$ cat src/rtl/price_channel_scheduler.sv
// Round-robin scheduler sharing one hysteresis/debounce threshold engine
// across N_CH price feeds, with runtime threshold reconfiguration.
module price_channel_scheduler #(
   parameter int N_CH             = 4,
   parameter int PRICE_W          = 8,
   parameter int UPPER_INIT       = 105,
   parameter int LOWER_INIT       = 95,
   parameter int DEBOUNCE_SAMPLES = 3
) (
   input  logic                      clk,
   input  logic                      reset,
   input  logic [N_CH-1:0]           i_req_valid,
   input  logic [N_CH*PRICE_W-1:0]   i_req_price,
   output logic [N_CH-1:0]           o_req_ready,
   input  logic                      i_cfg_valid,
   input  logic [PRICE_W-1:0]        i_cfg_upper,
   input  logic [PRICE_W-1:0]        i_cfg_lower,
   output logic                      o_cfg_ready,
   output logic                      o_cfg_err,
   output logic                      o_res_valid,
   output logic [$clog2(N_CH)-1:0]   o_res_ch,
   output logic [1:0]                o_res_code,
   output logic                      o_res_changed,
   output logic [N_CH*2-1:0]         o_ch_code
);

   localparam int CH_W  = $clog2(N_CH);
   localparam int CNT_W = $clog2(DEBOUNCE_SAMPLES + 1);

   typedef enum logic [1:0] {
      P_NONE = 2'b00,
      P_RISE = 2'b01,
      P_FALL = 2'b10
   } pend_t;

   localparam logic [1:0] C_IDLE = 2'b00;
   localparam logic [1:0] C_BAND = 2'b01;
   localparam logic [1:0] C_HIGH = 2'b11;
   localparam logic [1:0] C_LOW  = 2'b10;

   logic [PRICE_W-1:0] r_upper;
   logic [PRICE_W-1:0] r_lower;
   logic [CH_W-1:0]    r_rr_ptr;
   logic [1:0]         r_code [N_CH];
   pend_t              r_pend [N_CH];
   logic [CNT_W-1:0]   r_cnt  [N_CH];

   logic               r_cfg_err;
   logic               r_res_valid;
   logic [CH_W-1:0]    r_res_ch;
   logic [1:0]         r_res_code;
   logic               r_res_changed;

   logic               w_any;
   logic [CH_W-1:0]    w_gidx;
   logic [N_CH-1:0]    w_grant;
   logic [PRICE_W-1:0] w_price;
   logic               w_above;
   logic               w_below;
   logic [1:0]         w_old_code;
   logic [1:0]         w_ncode;
   pend_t              w_npend;
   logic [CNT_W-1:0]   w_ncnt;

   // Search from rr_ptr upward with wrap; config and reset block all grants.
   always_comb begin
      w_any   = 1'b0;
      w_gidx  = '0;
      w_grant = '0;
      for (int k = 0; k < N_CH; k++) begin
         int j;
         j = int'(r_rr_ptr) + k;
         if (j >= N_CH) j = j - N_CH;
         if (!w_any && i_req_valid[j]) begin
            w_any  = 1'b1;
            w_gidx = CH_W'(j);
         end
      end
      if (reset || i_cfg_valid) w_any = 1'b0;
      if (w_any) w_grant[w_gidx] = 1'b1;
   end

   assign o_req_ready = w_grant;
   assign w_price     = i_req_price[w_gidx*PRICE_W +: PRICE_W];
   assign w_above     = (w_price >= r_upper);
   assign w_below     = (w_price <= r_lower);
   assign w_old_code  = r_code[w_gidx];

   always_comb begin
      w_ncode = w_old_code;
      w_npend = r_pend[w_gidx];
      w_ncnt  = r_cnt[w_gidx];
      if (w_above) begin
         if (w_old_code != C_HIGH) begin
            if (r_pend[w_gidx] == P_RISE) begin
               w_ncnt = r_cnt[w_gidx] + 1'b1;
            end else begin
               w_npend = P_RISE;
               w_ncnt  = CNT_W'(1);
            end
            if (w_ncnt == CNT_W'(DEBOUNCE_SAMPLES)) begin
               w_ncode = C_HIGH;
               w_npend = P_NONE;
               w_ncnt  = '0;
            end
         end
      end else if (w_below) begin
         if (w_old_code != C_LOW) begin
            if (r_pend[w_gidx] == P_FALL) begin
               w_ncnt = r_cnt[w_gidx] + 1'b1;
            end else begin
               w_npend = P_FALL;
               w_ncnt  = CNT_W'(1);
            end
            if (w_ncnt == CNT_W'(DEBOUNCE_SAMPLES)) begin
               w_ncode = C_LOW;
               w_npend = P_NONE;
               w_ncnt  = '0;
            end
         end
      end else begin
         w_ncode = C_BAND;
         w_npend = P_NONE;
         w_ncnt  = '0;
      end
   end

   always_ff @(posedge clk) begin
      if (reset) begin
         r_upper       <= PRICE_W'(UPPER_INIT);
         r_lower       <= PRICE_W'(LOWER_INIT);
         r_rr_ptr      <= '0;
         r_cfg_err     <= 1'b0;
         r_res_valid   <= 1'b0;
         r_res_ch      <= '0;
         r_res_code    <= C_IDLE;
         r_res_changed <= 1'b0;
         for (int i = 0; i < N_CH; i++) begin
            r_code[i] <= C_IDLE;
            r_pend[i] <= P_NONE;
            r_cnt[i]  <= '0;
         end
      end else begin
         r_cfg_err   <= 1'b0;
         r_res_valid <= 1'b0;
         if (i_cfg_valid) begin
            if (i_cfg_upper >= i_cfg_lower) begin
               r_upper <= i_cfg_upper;
               r_lower <= i_cfg_lower;
               for (int i = 0; i < N_CH; i++) begin
                  r_code[i] <= C_IDLE;
                  r_pend[i] <= P_NONE;
                  r_cnt[i]  <= '0;
               end
            end else begin
               r_cfg_err <= 1'b1;
            end
         end else if (w_any) begin
            r_code[w_gidx] <= w_ncode;
            r_pend[w_gidx] <= w_npend;
            r_cnt[w_gidx]  <= w_ncnt;
            r_rr_ptr       <= (w_gidx == CH_W'(N_CH - 1)) ? '0 : w_gidx + 1'b1;
            r_res_valid    <= 1'b1;
            r_res_ch       <= w_gidx;
            r_res_code     <= w_ncode;
            r_res_changed  <= (w_ncode != w_old_code);
         end
      end
   end

   always_comb begin
      o_ch_code = '0;
      for (int i = 0; i < N_CH; i++) begin
         o_ch_code[i*2 +: 2] = r_code[i];
      end
   end

   assign o_cfg_ready   = 1'b1;
   assign o_cfg_err     = r_cfg_err;
   assign o_res_valid   = r_res_valid;
   assign o_res_ch      = r_res_ch;
   assign o_res_code    = r_res_code;
   assign o_res_changed = r_res_changed;

endmodule

$ cat config.mk
export PLATFORM = sky130hd
export DESIGN_NAME = price_channel_scheduler
export DESIGN_NICKNAME = d
export VERILOG_FILES = /design/src/rtl/price_channel_scheduler.sv
export SDC_FILE = /design/constraint.sdc
export NUM_CORES = 1
export LEC_CHECK = 0
export CORE_MARGIN = 2
export CORE_UTILIZATION = 30
export CTS_BUF_LIST = sky130_fd_sc_hd__clkbuf_16
export DETAILED_ROUTE_END_ITERATION = 7
export PLACE_DENSITY = 0.62
export SKIP_LAST_GASP = 1
export SLEW_MARGIN = 20
export SYNTH_ARGS = -nofsm -noshare
export SYNTH_HDL_FRONTEND = slang
export SYNTH_SLANG_ARGS = --single-unit
$ cat constraint.sdc
create_clock -name clk -period 7.3 [get_ports clk]
set_input_delay 1.46 -clock clk [delete_from_list [all_inputs] [get_ports clk]]
set_output_delay 1.46 -clock clk [all_outputs]
set_load 0.1 [all_outputs]
==> key figures, run 1 <==
Setup path
  • R2R cell count: 12
  • CP Class: in -> reg
  • FF-to-FF Start: r_rr_ptr[1]$_SDFFE_PP0P_
  • Worst reg2reg endpoint: r_cnt[0][1]$_SDFFCE_PN0P_
  • FF-to-FF setup slack: 2170 ps
  • Crit path max-delay cell type: a31oi_1
  • Critical Path Sink: r_cnt[0][1]$_SDFFCE_PN0P_
  • CP delay by family, top: compound AO/OA/AOI/OAI gates
  • Launch point of the worst path: i_req_valid[1]
  • Crit path cell chain: clkdlybuf4s50_1 > nor2_2 > buf_4 > nor4b_2 > nor2_1 > clkinv_1 > nor2_1 > nor2_1 > o21ai_0 > ha_1 > nand2b_1 > a2111oi_0 > a21oi_1 > a31oi_1 > nand2_1 > o311a_1 > o32a_4 > nor2_2
  • Critical Path Max Stage Delay: around 560 ps
  • CP Data Required Time: 7450 ps
  • Cell repeated most along the worst path: nor2_1
  • Critical path launch point type: input port
  • WP depth: 18
  • Worst path arrival time: about 6500 ps
  • CP Capture Type: flip-flop
  • CP max FO: 19
  • Worst Path Buf+Inv: 3

Clocking
  • Num CTS Buffers: 5
  • Worst-Skew Late Latency: 290 ps
  • CTS sink count: slightly below 50
  • CTS clk-pin slew, worst paths: 70 ps
  • Setup repair bufs after CTS: 0
  • Post-cts resize count: 0
  • H-tree levels: 2
  • CTS tree: done
  • Clock Path Buffers: 2
  • Clock root cell: clkbuf_16
  • Hold_buf cts: 0

GRT
  • Antenna violations before repair: 0
  • First-pass GRT wire length: 15570 um
  • Grt ovf: 0
  • Vias in the first global route: slightly above 3000
  • Gr usage total: ~16%
  • Largest net degree at the start of global routing: 27

STA
  • Max-slew headroom: between 30% and 40%
  • Final Max Slew Viols: 0
  • Setup Skew: ~4.7 ps
  • WHS: roughly 470 ps
  • Setup violators final: 0
  • Max frequency: 0.1572 GHz
  • Setup TNS: 0 ps
  • Hold Vio Cnt, Final: 0
  • Tcrit/Tclk final: about 87%
  • Post-layout min period: between 6000 and 7000 ps
  • RSZ-0062 raised after global routing: false
  • Worst Tran Pin Value: approximately 1000 ps

Finish
  • Diodes inserted: 0
  • Share of cells above drive strength 1: under 10%
  • Final #Nets: 544
  • Area added between synthesis and finish: 29.97%
  • Layout Utilization: about two fifths
  • Final Instance Count excl. Fillers: around 600

Routing
  • DRC: 0
  • Vias/cell: between 5 and 6
  • Final ANT Viol Nets: 0
  • TritonRoute pass-1 iters: 4
  • Via count: between 3000 and 4000
  • Initial DRC Count: 150
  • DR WL/cell: ~16 um
  • WL final: 9580 um

Logic synthesis
  • Post-synthesis cell area: roughly 3400 um2
  • Synth top area share: about a fifth
  • Sequential fraction of the synthesis area: ~36%
  • Distinct cells, synth: just over 60
  • Syn Inst Count: 396
  • Yosys reg bits: 49
  • Avg Cell Area, Syn: around 8.6 um2
  • Synth async-reset ratio: 0%
  • Syn Nets: roughly 480
  • Post-synth top area cell: edfxtp_1
  • Post-synth EDFFs: 24
  • Synth warnings: 0
  • Top FF cell, synth: dfxtp_1
  • Count leader, synth: nand2_1
  • Synth top cells by count: nand2_1 (61), nor2_1 (45), inv_1 (29)
  • Largest cells by area after synthesis: edfxtp_1 (21%), dfxtp_1 (15%), ha_1 (10%), nand2_1 (6.7%), nor2_1 (5.0%)

Power
  • Pwr Density: around 230 nW/um2
  • Leak: around 1.8 nW
  • Peak VDD IR: roughly 0.12 mV

Status
  • Run status: finished, final reports clean

Job
  • Max Cap Viol: 0

Placement
  • Dpl cells: about 590
  • Final estimated routing congestion in global placement: between 0.8 and 0.9
  • IO Port Bufs: 73
  • Dpl hpwl: ~7400 um

Die
  • Die area: between 10000 and 15000 um2
  • Core ar.: ~11000 um2
  • Cell Rows: 38
  • Chip height: 110.4 um
  • Width of the die: between 100 and 150 um
  • Initial Util: about 31%
  • Io pins: between 70 and 80

Worst hold path
  • Worst Hold Class: reg -> reg
==> per-layer routing <==
layer	global-route usage (%)	vias up	part of all wire, %
met3	2.854	17	5.5
li1	-	1565	-
met4	5.167	0	2.3
met1	19.15	1465	43
met5	0	-	0
met2	27.53	92	49
==> registers in the layout, summed over array words and instances, names as in the netlist <==
register and flops:
o_res_valid 1, r_pend 8, r_cnt 8, o_res_ch 2, o_res_changed 1, r_upper 8, r_lower 8, r_code 8
o_cfg_err 1, r_rr_ptr 2, o_res_code 2
==> area by class of cell <==
class,count,area (um2)
Multi-Input combinational cell,297,1971
Timing Repair Buffer,77,775.7
Fill cell,1101,6519
Clock buffer,6,150.1
Sequential cell,49,1221
Clock inverter,2,7.507
Inverter,31,116.4
Tap cell,140,175.2
==> through the flow <==
stage / setup slack (ps) / power [mW] / cell area (um2)
2_1_floorplan: 1817 / 0.6456 / 3398
3_3_place_gp: 774.5 / 0.7723 / 4259
4_1_cts: 973.1 / 1.023 / 4417
3_5_place_dp: 686.5 / 0.7753 / 4259
5_1_grt: 449.7 / 1.074 / 4417
6_report: 939.3 / 1.017 / 4417
==> how the worst min path moves through the flow <==
stage	from	end	slack, ps	depth (start not counted)
floorplan	r_lower[1]$_SDFFE_PP1P_	r_lower[1]$_SDFFE_PP1P_	440	1
detailed placement	r_lower[6]$_SDFFE_PP1P_	r_lower[6]$_SDFFE_PP1P_	450	1
global placement	r_lower[6]$_SDFFE_PP1P_	r_lower[6]$_SDFFE_PP1P_	450	1
finish	r_lower[6]$_SDFFE_PP1P_	r_lower[6]$_SDFFE_PP1P_	470	1
global route	r_lower[3]$_SDFFE_PP1P_	r_lower[3]$_SDFFE_PP1P_	490	1
CTS	r_lower[6]$_SDFFE_PP1P_	r_lower[6]$_SDFFE_PP1P_	470	1
==> power breakdown <==
| group | total [mW] | internal, mW | switching, mW |
|---|---|---|---|
| Combinational | 0.440 | 0.155 | 0.284 |
| Sequential | 0.332 | 0.317 | 0.0151 |
| Clock | 0.246 | 0.146 | 0.0999 |
| Total | 1.02 | 0.618 | 0.399 |
==> cells by family after synthesis <==
logic type	synth area share, %
simple gates	25.30
buf+inv	6.075
flops	35.94
other cells	0.1104
fa+ha+maj	10.31
compound gates	20.18
mux	2.099
==> cell usage in the layout, fill, tap and decap left out, drive strengths merged, types with 3 or more instances in the layout <==
master | synthesis | layout
a211o | 8 | 8
a21o | 4 | 4
a21oi | 15 | 15
a221oi | 5 | 5
a311o | 3 | 3
a31oi | 9 | 9
a32o | 4 | 4
a32oi | 3 | 3
and3 | 12 | 12
buf | 6 | 8
clkbuf | 13 | 6
clkdlybuf4s50 | 0 | 69
dfxtp | 25 | 25
edfxtp | 24 | 24
ha | 28 | 28
inv | 30 | 31
mux2i | 6 | 6
nand2 | 61 | 61
nand2b | 5 | 5
nand3 | 15 | 15
nor2 | 50 | 50
nor2b | 5 | 5
nor3b | 7 | 7
nor4 | 7 | 7
o21ai | 12 | 12
or3b | 3 | 3
==> worst register-to-register path, delay by kind of cell (launching register included) <==
family / cells / cell delay [ps]
AO/OA/AOI/OAI: 7 / 2500
adder cells (fa/ha/maj): 1 / 330
AND/OR/NAND/NOR: 3 / 970
buffers and inverters: 1 / 460
flip-flops: 1 / 720
Note: power is estimated with default switching activity, not from simulation.
==> inputs of run 2 (changes only) <==
Settings changed: CORE_UTILIZATION 30 to 35, PLACE_DENSITY 0.62 to 0.59, TNS_END_PERCENT set to 100.
==> run 2 against run 1 <==
- critical path depth decreased by 1
- highest routed layer unchanged
- critical path type unchanged
- worst setup slack got worse by 230 ps
- die area decreased by 14%
- count of clock-buffer cells in the layout decreased by 1
- clock skew increased by 1.5 ps
- cell count decreased by 2.2%
- via count decreased by 1.8%
- hold slack got worse by 3.2 ps
- register-to-register slack got worse by 90 ps
==> key figures, run 2 (synthesized netlist as in run 1, its figures left out) <==
Status
  • Run status: finished, final reports clean

Routing
  • WL final: 9305 um (-2.9%)
  • DRC: 0 (unchanged)
  • DR WL/cell: 15.80 um (-0.73%)
  • Final ANT Viol Nets: 0 (unchanged)
  • Initial DRC Count: 157 (+4.7%)
  • Vias/cell: 5.234 (+0.38%)
  • TritonRoute pass-1 iters: 5 (+1)
  • Via count: 3083 (-1.8%)

Clocking
  • Clock Path Buffers: 2 (unchanged)
  • Num CTS Buffers: 5 (unchanged)
  • CTS tree: done
  • Clock root cell: clkbuf_16
  • Setup repair bufs after CTS: 0 (unchanged)
  • H-tree levels: 2 (unchanged)
  • Post-cts resize count: 0 (unchanged)
  • CTS clk-pin slew, worst paths: 60 ps (about the same)
  • Worst-Skew Late Latency: 290 ps (about the same)
  • Hold_buf cts: 0 (unchanged)
  • CTS sink count: 49 (unchanged)

Power
  • Power share of the clock group: 25.1% (+1.0 points)
  • Internal: 630.7 uW (+2.1%)
  • Power share of the sequential group: 32.6% (about the same)
  • Peak VDD IR: 0.09869 mV (-17%)
  • P_sw: 389.3 uW (-2.5%)
  • Switching Share: 38.16% (-1.1 points)
  • Combinational share of power: 42.3% (-0.9 points)
  • Pwr Density: 232.2 nW/um2 (+0.82%)
  • Leak: 1.824 nW (-0.45%)

Die
  • Io pins: 75 (unchanged)
  • Cell Rows: 35 (-7.9%)
  • Die area: 10510 um2 (-14%)
  • Initial Util: 36.43% (+5.4 points)
  • Chip height: 102.5 um (-7.1%)
  • Width of the die: 102.5 um (-7.1%)
  • Core ar.: 9328 um2 (-15%)

STA
  • Tcrit/Tclk final: 90.29% (+3.2 points)
  • Hold Vio Cnt, Final: 0 (unchanged)
  • Setup TNS: 0 ps (unchanged)
  • Max-slew headroom: 30.25% (-2.5 points)
  • RSZ-0062 raised after global routing: false
  • Setup violators final: 0 (unchanged)
  • Setup Skew: 6.251 ps (+1.511 ps)
  • Final Max Slew Viols: 0 (unchanged)
  • WHS: 464.6 ps (-3.229 ps)
  • Post-layout min period: 6591 ps (+230.1 ps)
  • Max frequency: 0.1517 GHz (-3.5%)
  • Worst Tran Pin Value: 1043 ps (+37.72 ps)

Finish
  • Share of cells above drive strength 1: 6.957% (-0.40 points)
  • Final #Nets: 542 (-0.37%)
  • Commonest non-fill, non-tap cells in the layout: clkdlybuf4s50_1 (69), nand2_1 (61), nor2_1 (45)
  • Area added between synthesis and finish: 29.27%
  • Most common cell after layout, fill and taps aside: clkdlybuf4s50_1
  • Diodes inserted: 0 (unchanged)
  • Fillers: 924 (-16%)

Setup path
  • Crit path cell chain: clkdlybuf4s50_1 > nor2b_1 > nor4b_2 > nor2_1 > clkinv_1 > nor2_1 > nor2_1 > o21ai_0 > ha_1 > nand2b_1 > a2111oi_0 > a21oi_1 > a31oi_1 > nand2_1 > o311a_1 > o32a_4 > nor2_2
  • CP Data Required Time: 7450 ps (about the same)
  • R2R cell count: 16 (+4)
  • CP Capture Type: flip-flop
  • Worst path arrival time: 6740 ps (+230 ps)
  • Critical Path Sink: r_cnt[1][1]$_SDFFCE_PN0P_
  • FF-to-FF setup slack: 2080 ps (-90 ps)
  • CP max FO: 19 (unchanged)
  • Cell repeated most along the worst path: nor2_1
  • Critical path launch point type: input port
  • CP Class: in -> reg
  • Worst reg2reg endpoint: r_cnt[1][1]$_SDFFCE_PN0P_
  • Launch point of the worst path: i_req_valid[2]
  • FF-to-FF Start: r_rr_ptr[0]$_SDFFE_PP0P_
  • Crit path max-delay cell type: nor2b_1
  • Critical Path Max Stage Delay: 560 ps (about the same)

GRT
  • Largest net degree at the start of global routing: 27 (unchanged)
  • Grt ovf: 0 (unchanged)
  • First-pass GRT wire length: 15450 um (-0.75%)
  • Antenna violations before repair: 0 (unchanged)
  • Gr usage total: 18.88% (+3.3 points)
  • Vias in the first global route: 3061 (-1.9%)

Job
  • Max Cap Viol: 0 (unchanged)

Placement
  • Dpl hpwl: 7176 um (-3.5%)
  • Final estimated routing congestion in global placement: 0.8403 (+0.50%)
  • IO Port Bufs: 73 (unchanged)

Worst hold path
  • Worst Hold Class: reg -> reg
  • WHS Path Cells: 2 (+1)
-- run 2: cell count changes in the layout (fill, tap and decap cells not counted) --
cell / previous run / this run
buf_4: 6 / 4
clkbuf_16: 6 / 5
bufinv_16: 0 / 1
-- run 2: critical path: cells and delay by family --
| kind | cells | cell delay [ps] |
|---|---|---|
| AOI/OAI and AO/OA | 6 | 2160 |
| adders and majority gates | 1 | 290 |
| buffers and inverters | 2 | 940 |
| and+or+nand+nor | 8 | 1890 |
-- run 2: power by group through the flow --
stage / Clock (mW) / Sequential [mW] / Combinational [mW]
6_report: 0.256 / 0.333 / 0.431
5_1_grt: 0.269 / 0.336 / 0.474
4_1_cts: 0.260 / 0.333 / 0.432
3_5_place_dp: 0 / 0.338 / 0.429
3_3_place_gp: 0 / 0.338 / 0.428
2_1_floorplan: 0 / 0.395 / 0.251
-- run 2: how the worst min path moves through the flow --
stage                        startpoint                       end  slack (ps)
2_1_floorplan   r_lower[1]$_SDFFE_PP1P_   r_lower[1]$_SDFFE_PP1P_         440
3_3_place_gp    r_lower[2]$_SDFFE_PP1P_   r_lower[2]$_SDFFE_PP1P_         450
3_5_place_dp    r_lower[4]$_SDFFE_PP1P_   r_lower[4]$_SDFFE_PP1P_         450
4_1_cts        o_res_ch[1]$_SDFFE_PP0P_  o_res_ch[1]$_SDFFE_PP0P_         470
5_1_grt         r_lower[4]$_SDFFE_PP1P_   r_lower[4]$_SDFFE_PP1P_         490
6_report       o_res_ch[1]$_SDFFE_PP0P_  o_res_ch[1]$_SDFFE_PP0P_         460
-- run 2: stage by stage --
step / power, mW / setup WS [ps] / std cells / area [um2] / utilization, %
after detailed placement: 0.7674 / 475.2 / 581 / 4230 / 45.35
final: 1.020 / 709.2 / 589 / 4393 / 47.10
after floorplan: 0.6456 / 1817 / 396 / 3398 / -
after CTS: 1.025 / 757.3 / 589 / 4393 / 47.10
after global placement: 0.7667 / 679.6 / 581 / 4230 / 45.35
after global routing: 1.079 / 201.6 / 589 / 4393 / 47.10
-- run 2: area by class of cell --
type	count	area [um2]	share of cell area, %
Inverter	31	116.4	2.649
Clock inverter	3	37.54	0.8545
Sequential cell	49	1221	27.80
Timing Repair Buffer	75	760.7	17.32
Clock buffer	5	125.1	2.848
Tap cell	129	161.4	3.674
Multi-Input combinational cell	297	1971	44.86
-- run 2: metal layers --
layer / GRT usage [%] / routed length [um]
met2: 31.27 / 4318
met1: 25.95 / 4395
met3: 2.983 / 496
met4: 4.513 / 95
met5: 0 / 0
